### config.mk
export PLATFORM = sky130hd
export DESIGN_NAME = note_tone_synth_flat
export DESIGN_NICKNAME = d
export VERILOG_FILES = /design/src/rtl/note_tone_synth_if.sv /design/src/rtl/note_tone_synth.sv /design/src/flat_wrapper.sv
export SDC_FILE = /design/constraint.sdc
export NUM_CORES = 1
export LEC_CHECK = 0
export CORE_MARGIN = 4
export CORE_UTILIZATION = 60
export DETAILED_ROUTE_END_ITERATION = 8
export GPL_ROUTABILITY_DRIVEN = 0
export GPL_TIMING_DRIVEN = 0
export PLACE_DENSITY_LB_ADDON = 0.15
export SETUP_SLACK_MARGIN = 0.1
export SKIP_LAST_GASP = 1
export SYNTH_ARGS = -nofsm -noshare
export SYNTH_HDL_FRONTEND = slang
export SYNTH_SLANG_ARGS = --single-unit
### constraint.sdc
create_clock -name CLOCK_50 -period 6.3 [get_ports CLOCK_50]
set_input_delay 1.26 -clock CLOCK_50 [delete_from_list [all_inputs] [get_ports CLOCK_50]]
set_output_delay 1.26 -clock CLOCK_50 [all_outputs]
set_load 0.05 [all_outputs]
### src/rtl/note_tone_synth_if.sv
// Sample stream from the tone synthesiser to the audio codec FIFO.
// The producer holds out_sample steady while out_valid is high and out_ready is low.
interface note_tone_synth_if #(
    parameter int SAMPLE_W = 24
);
    logic                out_valid;
    logic                out_ready;
    logic [SAMPLE_W-1:0] out_sample;

    modport master (output out_valid, output out_sample, input  out_ready);
    modport slave  (input  out_valid, input  out_sample, output out_ready);
endinterface

### src/rtl/note_tone_synth.sv
// Square-wave tone generator with a linear attack/release envelope.
// Produces a buzzer bit and signed PCM samples on a valid/ready stream.
module note_tone_synth #(
    parameter int SAMPLE_W   = 24,
    parameter int AMP_SHIFT  = 18,
    parameter int SAMPLE_DIV = 1042,
    parameter int ENV_DIV    = 50000,
    parameter int MIN_PERIOD = 16
) (
    input  logic                    CLOCK_50,
    input  logic                    reset,
    input  logic [18:0]             note_period,
    input  logic [3:0]              volume,
    note_tone_synth_if.master       smp,
    output logic                    tone_sq,
    output logic                    tone_active,
    output logic [7:0]              overrun_cnt
);
    localparam int SMP_CW = $clog2(SAMPLE_DIV + 1);
    localparam int ENV_CW = $clog2(ENV_DIV + 1);

    logic [18:0]         p_in;
    logic [18:0]         p_cur;
    logic [18:0]         half_cnt;
    logic                phase;
    logic [3:0]          amp;
    logic [3:0]          target;
    logic [SMP_CW-1:0]   smp_div;
    logic [ENV_CW-1:0]   env_div;
    logic                smp_tick;
    logic                env_step;
    logic                accept;
    logic [SAMPLE_W-1:0] mag;
    logic [SAMPLE_W-1:0] value;

    // Codes too short to be audible are folded into a rest.
    assign p_in     = (note_period < 19'(MIN_PERIOD)) ? 19'd0 : note_period;
    assign tone_sq     = phase;
    assign tone_active = (p_cur != 19'd0);
    assign target   = tone_active ? volume : 4'd0;
    assign smp_tick = (smp_div == SMP_CW'(SAMPLE_DIV - 1));
    assign env_step = (env_div == ENV_CW'(ENV_DIV - 1));
    assign accept   = smp.out_valid && smp.out_ready;
    assign mag      = SAMPLE_W'(amp) << AMP_SHIFT;
    assign value    = phase ? mag : -mag;

    // NOTE: every register below is updated with <= so all reads see the
    // pre-edge values, no matter the statement order inside the block.
    always_ff @(posedge CLOCK_50 or posedge reset) begin
        if (reset) begin
            p_cur          <= '0;
            half_cnt       <= '0;
            phase          <= 1'b0;
            amp            <= '0;
            smp_div        <= '0;
            env_div        <= '0;
            smp.out_valid  <= 1'b0;
            smp.out_sample <= '0;
            overrun_cnt    <= '0;
        end else begin
            // Pitch and rest changes are only taken at a half-cycle boundary.
            if (p_cur == 19'd0) begin
                half_cnt <= '0;
                phase    <= 1'b0;
                p_cur    <= p_in;
            end else if (half_cnt == p_cur - 19'd1) begin
                half_cnt <= '0;
                p_cur    <= p_in;
                phase    <= (p_in == 19'd0) ? 1'b0 : ~phase;
            end else begin
                half_cnt <= half_cnt + 19'd1;
            end

            env_div <= env_step ? '0 : env_div + ENV_CW'(1);
            if (env_step) begin
                if (amp < target)      amp <= amp + 4'd1;
                else if (amp > target) amp <= amp - 4'd1;
            end

            smp_div <= smp_tick ? '0 : smp_div + SMP_CW'(1);

            // A tick coinciding with an accept reloads without a bubble.
            if (smp_tick && (!smp.out_valid || accept)) begin
                smp.out_sample <= value;
                smp.out_valid  <= 1'b1;
            end else if (accept) begin
                smp.out_valid  <= 1'b0;
            end

            if (smp_tick && smp.out_valid && !smp.out_ready && overrun_cnt != 8'hFF)
                overrun_cnt <= overrun_cnt + 8'd1;
        end
    end
endmodule

### src/flat_wrapper.sv
// flat-port wrapper written by rule: the top's interface ports become plain ports
module note_tone_synth_flat 
#(
    parameter int SAMPLE_W   = 24,
    parameter int AMP_SHIFT  = 18,
    parameter int SAMPLE_DIV = 1042,
    parameter int ENV_DIV    = 50000,
    parameter int MIN_PERIOD = 16
)
  (CLOCK_50, reset, note_period, volume, tone_sq, tone_active, overrun_cnt, smp_out_valid, smp_out_sample, smp_out_ready);
  note_tone_synth_if #(.SAMPLE_W(SAMPLE_W)) smp_i ();
  input  logic CLOCK_50;
  input  logic reset;
  input  logic [18:0] note_period;
  input  logic [3:0] volume;
  output logic tone_sq;
  output logic tone_active;
  output logic [7:0] overrun_cnt;
  output wire logic [$bits(smp_i.out_valid)-1:0] smp_out_valid;
  output wire logic [$bits(smp_i.out_sample)-1:0] smp_out_sample;
  input wire logic [$bits(smp_i.out_ready)-1:0] smp_out_ready;
  assign smp_out_valid = smp_i.out_valid;
  assign smp_out_sample = smp_i.out_sample;
  assign smp_i.out_ready = smp_out_ready;
  note_tone_synth #(.SAMPLE_W(SAMPLE_W), .AMP_SHIFT(AMP_SHIFT), .SAMPLE_DIV(SAMPLE_DIV), .ENV_DIV(ENV_DIV), .MIN_PERIOD(MIN_PERIOD)) u_core (.CLOCK_50(CLOCK_50), .reset(reset), .note_period(note_period), .volume(volume), .smp(smp_i), .tone_sq(tone_sq), .tone_active(tone_active), .overrun_cnt(overrun_cnt));
endmodule
==> flow_summary_export.csv <==
group,metric,value,unit
status,status,"complete, no violations",
detailed_routing,wirelength,10000,µm
flow_run,drv_cap,0,
clocking,cts.sinks,85,
cells_and_area,seqCellArea,2130,µm²
detailed_routing,via_count,3675,
sta,slew_headroom,0.216,
synth,synth_edf_count,0,
setup_path,slowest_delay,0.99,ns
sta,grt_setup_unrepaired,"no",
setup_path,crit_fanout,8,
grt,grt_pass1_wl,17300,µm
synth,yosys.area.top_type,"dfrtp_1",
setup_path,cp_data_arrival_time,2.88,ns
detailed_routing,remaining_drc_errors,0,
cells_and_area,multi_input_area,2400,µm²
grt,grt_antenna_before_repair,0,
synth,synth_cell_types,54,
sta,layout_min_cycle_time,4.14,ns
grt,grt_usage,0.224,
clocking,clk_pin_slew,0.10,ns
synth,syn_inst,477,
floorplan,die_area,9380,µm²
setup_path,cp-end-kind,"output pin",
clocking,cts_tree,"built",
synth,synth_top_area_frac,0.449,
place,io_buffer_count,42,
floorplan,rows,32,
setup_path,path_cells,"buf_2, nor4_1, nand3_1, clkdlybuf4s50_1",
synth,synth_area_leaders,"dfrtp_1, xnor2_1, xor2_1",
power_and_ir_drop,finalPower,1.04,mW
floorplan,core,7690,µm²
detailed_routing,ant_nets,0,
setup_path,worstSetupPathType,"flip-flop to output pin",
clocking,htree_levels,3,
sta,worst_pin_slew,1.16,ns
cells_and_area,n_antenna_cell,0,
setup_path,crit_required,5.04,ns
sta,final_hold_viol_count,0,
synth,synth_area_per_cell,9.93,µm²
power_and_ir_drop,ir_drop,124,µV
detailed_routing,wl_per_cell,15.3,µm
grt,grt_max_degree,45,
synth,synth.most_common_cell,"dfrtp_1",
clocking,cts_buffers,9,
clocking,holdBufCountCts,0,
sta,fmaxAchievable,241,MHz
clocking,cts_setup_buffers,0,
synth,synthFlopType,"dfrtp_1",
clocking,cts_resized,0,
power_and_ir_drop,p_per_area,187,nW/µm²
synth,syn-cell-area,4740,µm²
detailed_routing,drt_iter0_markers,299,
setup_path,worst_path_max_delay_cell,"nor4_1",
cells_and_area,syn2layout_area_growth,17.3,%
detailed_routing,vias_per_cell,5.61,
synth,yosysWarnings,0,
setup_path,critPathLaunchType,"flip-flop",
detailed_routing,firstDrtPassIters,5,
floorplan,chipWidth,96.9,µm
synth,synth_common_cells,"dfrtp_1, nor2_1, xnor2_1",
cells_and_area,num-fill-cells,583,
clocking,clockRootBuffer,"clkbuf_8",
synth,synth_seq_area_share,0.449,
floorplan,io_pins,61,
sta,finalSetupViolCount,0,
clocking,clock_path_buffers,2,
cells_and_area,layout.nets,589,
floorplan,die_y,96.9,µm
grt,overflow,0,
hold_path,hold_class,"flip-flop to flip-flop",
sta,fin_tns_setup,0,ns
sta,drv_slew,0,
sta,clock_skew,0.0141,ns
cells_and_area,drive_gt1_frac,0.0995,
synth,postSynth.asyncResetShare,1.00,
sta,post-route-period-util,0.658,
place,dpl.hpwl,7600,µm
floorplan,start_util,0.616,
clocking,clk_latency,0.36,ns
synth,ys_ff_latch,85,
power_and_ir_drop,p_leak,2.43,nW
grt,grt_pass1_vias,3578,
-- sequential cells by signal (all words and copies together), names as in the netlist --
signal	cells
u_core.smp_div	11
u_core.smp.out_sample	6
u_core.half_cnt	19
u_core.smp.out_valid	1
u_core.amp	4
u_core.env_div	16
u_core.p_cur	19
u_core.tone_sq	1
u_core.overrun_cnt	8
-- placed cells by master (no fill, tap or decap), drive strengths merged, types with 10 or more instances in the layout --
cell type	instances
nand3	26
nor4	13
conb	18
dfrtp	85
clkdlybuf4s50	42
nand4	15
clkbuf	22
mux2	10
o21ai	12
inv	15
xor2	27
ha	14
and3	13
nor2	53
nand2	34
xnor2	43
buf	24
-- path summary, 6_finish.rpt --
kind | startpoint | endpoint | slack, ns | depth (start not counted)
min in group asynchronous | reset | u_core.env_div[9]$_DFF_PP0_ | 1.29 | 2
setup / recovery | u_core.p_cur[4]$_DFFE_PP0P_ | tone_active | 2.16 | 4
hold / removal | u_core.overrun_cnt[4]$_DFFE_PP0P_ | u_core.overrun_cnt[4]$_DFFE_PP0P_ | 0.50 | 1
hold reg to reg | u_core.overrun_cnt[4]$_DFFE_PP0P_ | u_core.overrun_cnt[4]$_DFFE_PP0P_ | 0.50 | 1
max in group asynchronous | reset | u_core.p_cur[9]$_DFFE_PP0P_ | 4.40 | 3
setup reg to reg | u_core.p_cur[4]$_DFFE_PP0P_ | u_core.amp[3]$_DFFE_PP0P_ | 2.16 | 18
-- logic make-up after synthesis --
| family | synth area share |
|---|---|
| simple gates | 0.204 |
| flops | 0.449 |
| xor+xnor | 0.129 |
| compound gates | 0.0848 |
| buf+inv | 0.0581 |
| fa+ha+maj | 0.0412 |
| mux | 0.0322 |
| other cells | 0.000792 |
-- worst max-delay path, delay by kind of cell, from the launching register on --
| family | cells | cell delay, ns |
|---|---|---|
| simple gates | 2 | 1.23 |
| buf+inv | 2 | 0.94 |
| flops | 1 | 0.36 |
-- where the power goes --
part	internal [mW]	switching, mW	total (mW)
Clock	0.159	0.205	0.364
Sequential	0.554	0.0115	0.565
Combinational	0.0456	0.0632	0.109
Total	0.758	0.280	1.04
-- metal layers --
layer / up-vias / track usage / share of wire
met3: 17 / 0.0469 / 0.048
met5: - / 0 / 0
li1: 1797 / - / -
met2: 99 / 0.347 / 0.47
met4: 0 / 0.0648 / 0.016
met1: 1762 / 0.319 / 0.47
-- per-stage QoR --
stage | worst slack [ns] | area [µm²] | hold slack [ns] | cells | utilization
after floorplan | 2.66 | 4800 | 0.455 | 494 | -
after global placement | 1.59 | 5350 | 0.476 | 638 | 0.696
after detailed placement | 2.20 | 5370 | 0.480 | 639 | 0.699
after CTS | 2.16 | 5560 | 0.500 | 655 | 0.723
after global routing | 1.81 | 5560 | 0.523 | 655 | 0.723
final | 2.16 | 5560 | 0.495 | 655 | 0.723
-- final cells by class --
type                    count  area share
flip-flops and latches     85       0.383
inverters                  13     0.00923
well taps                 102      0.0230
clock buffers              11      0.0254
clock inverters             5     0.00788
plain buffers              34      0.0408
repair buffers             43      0.0793
multi-input cells         362       0.432
Power figures use the tool's default switching activity.
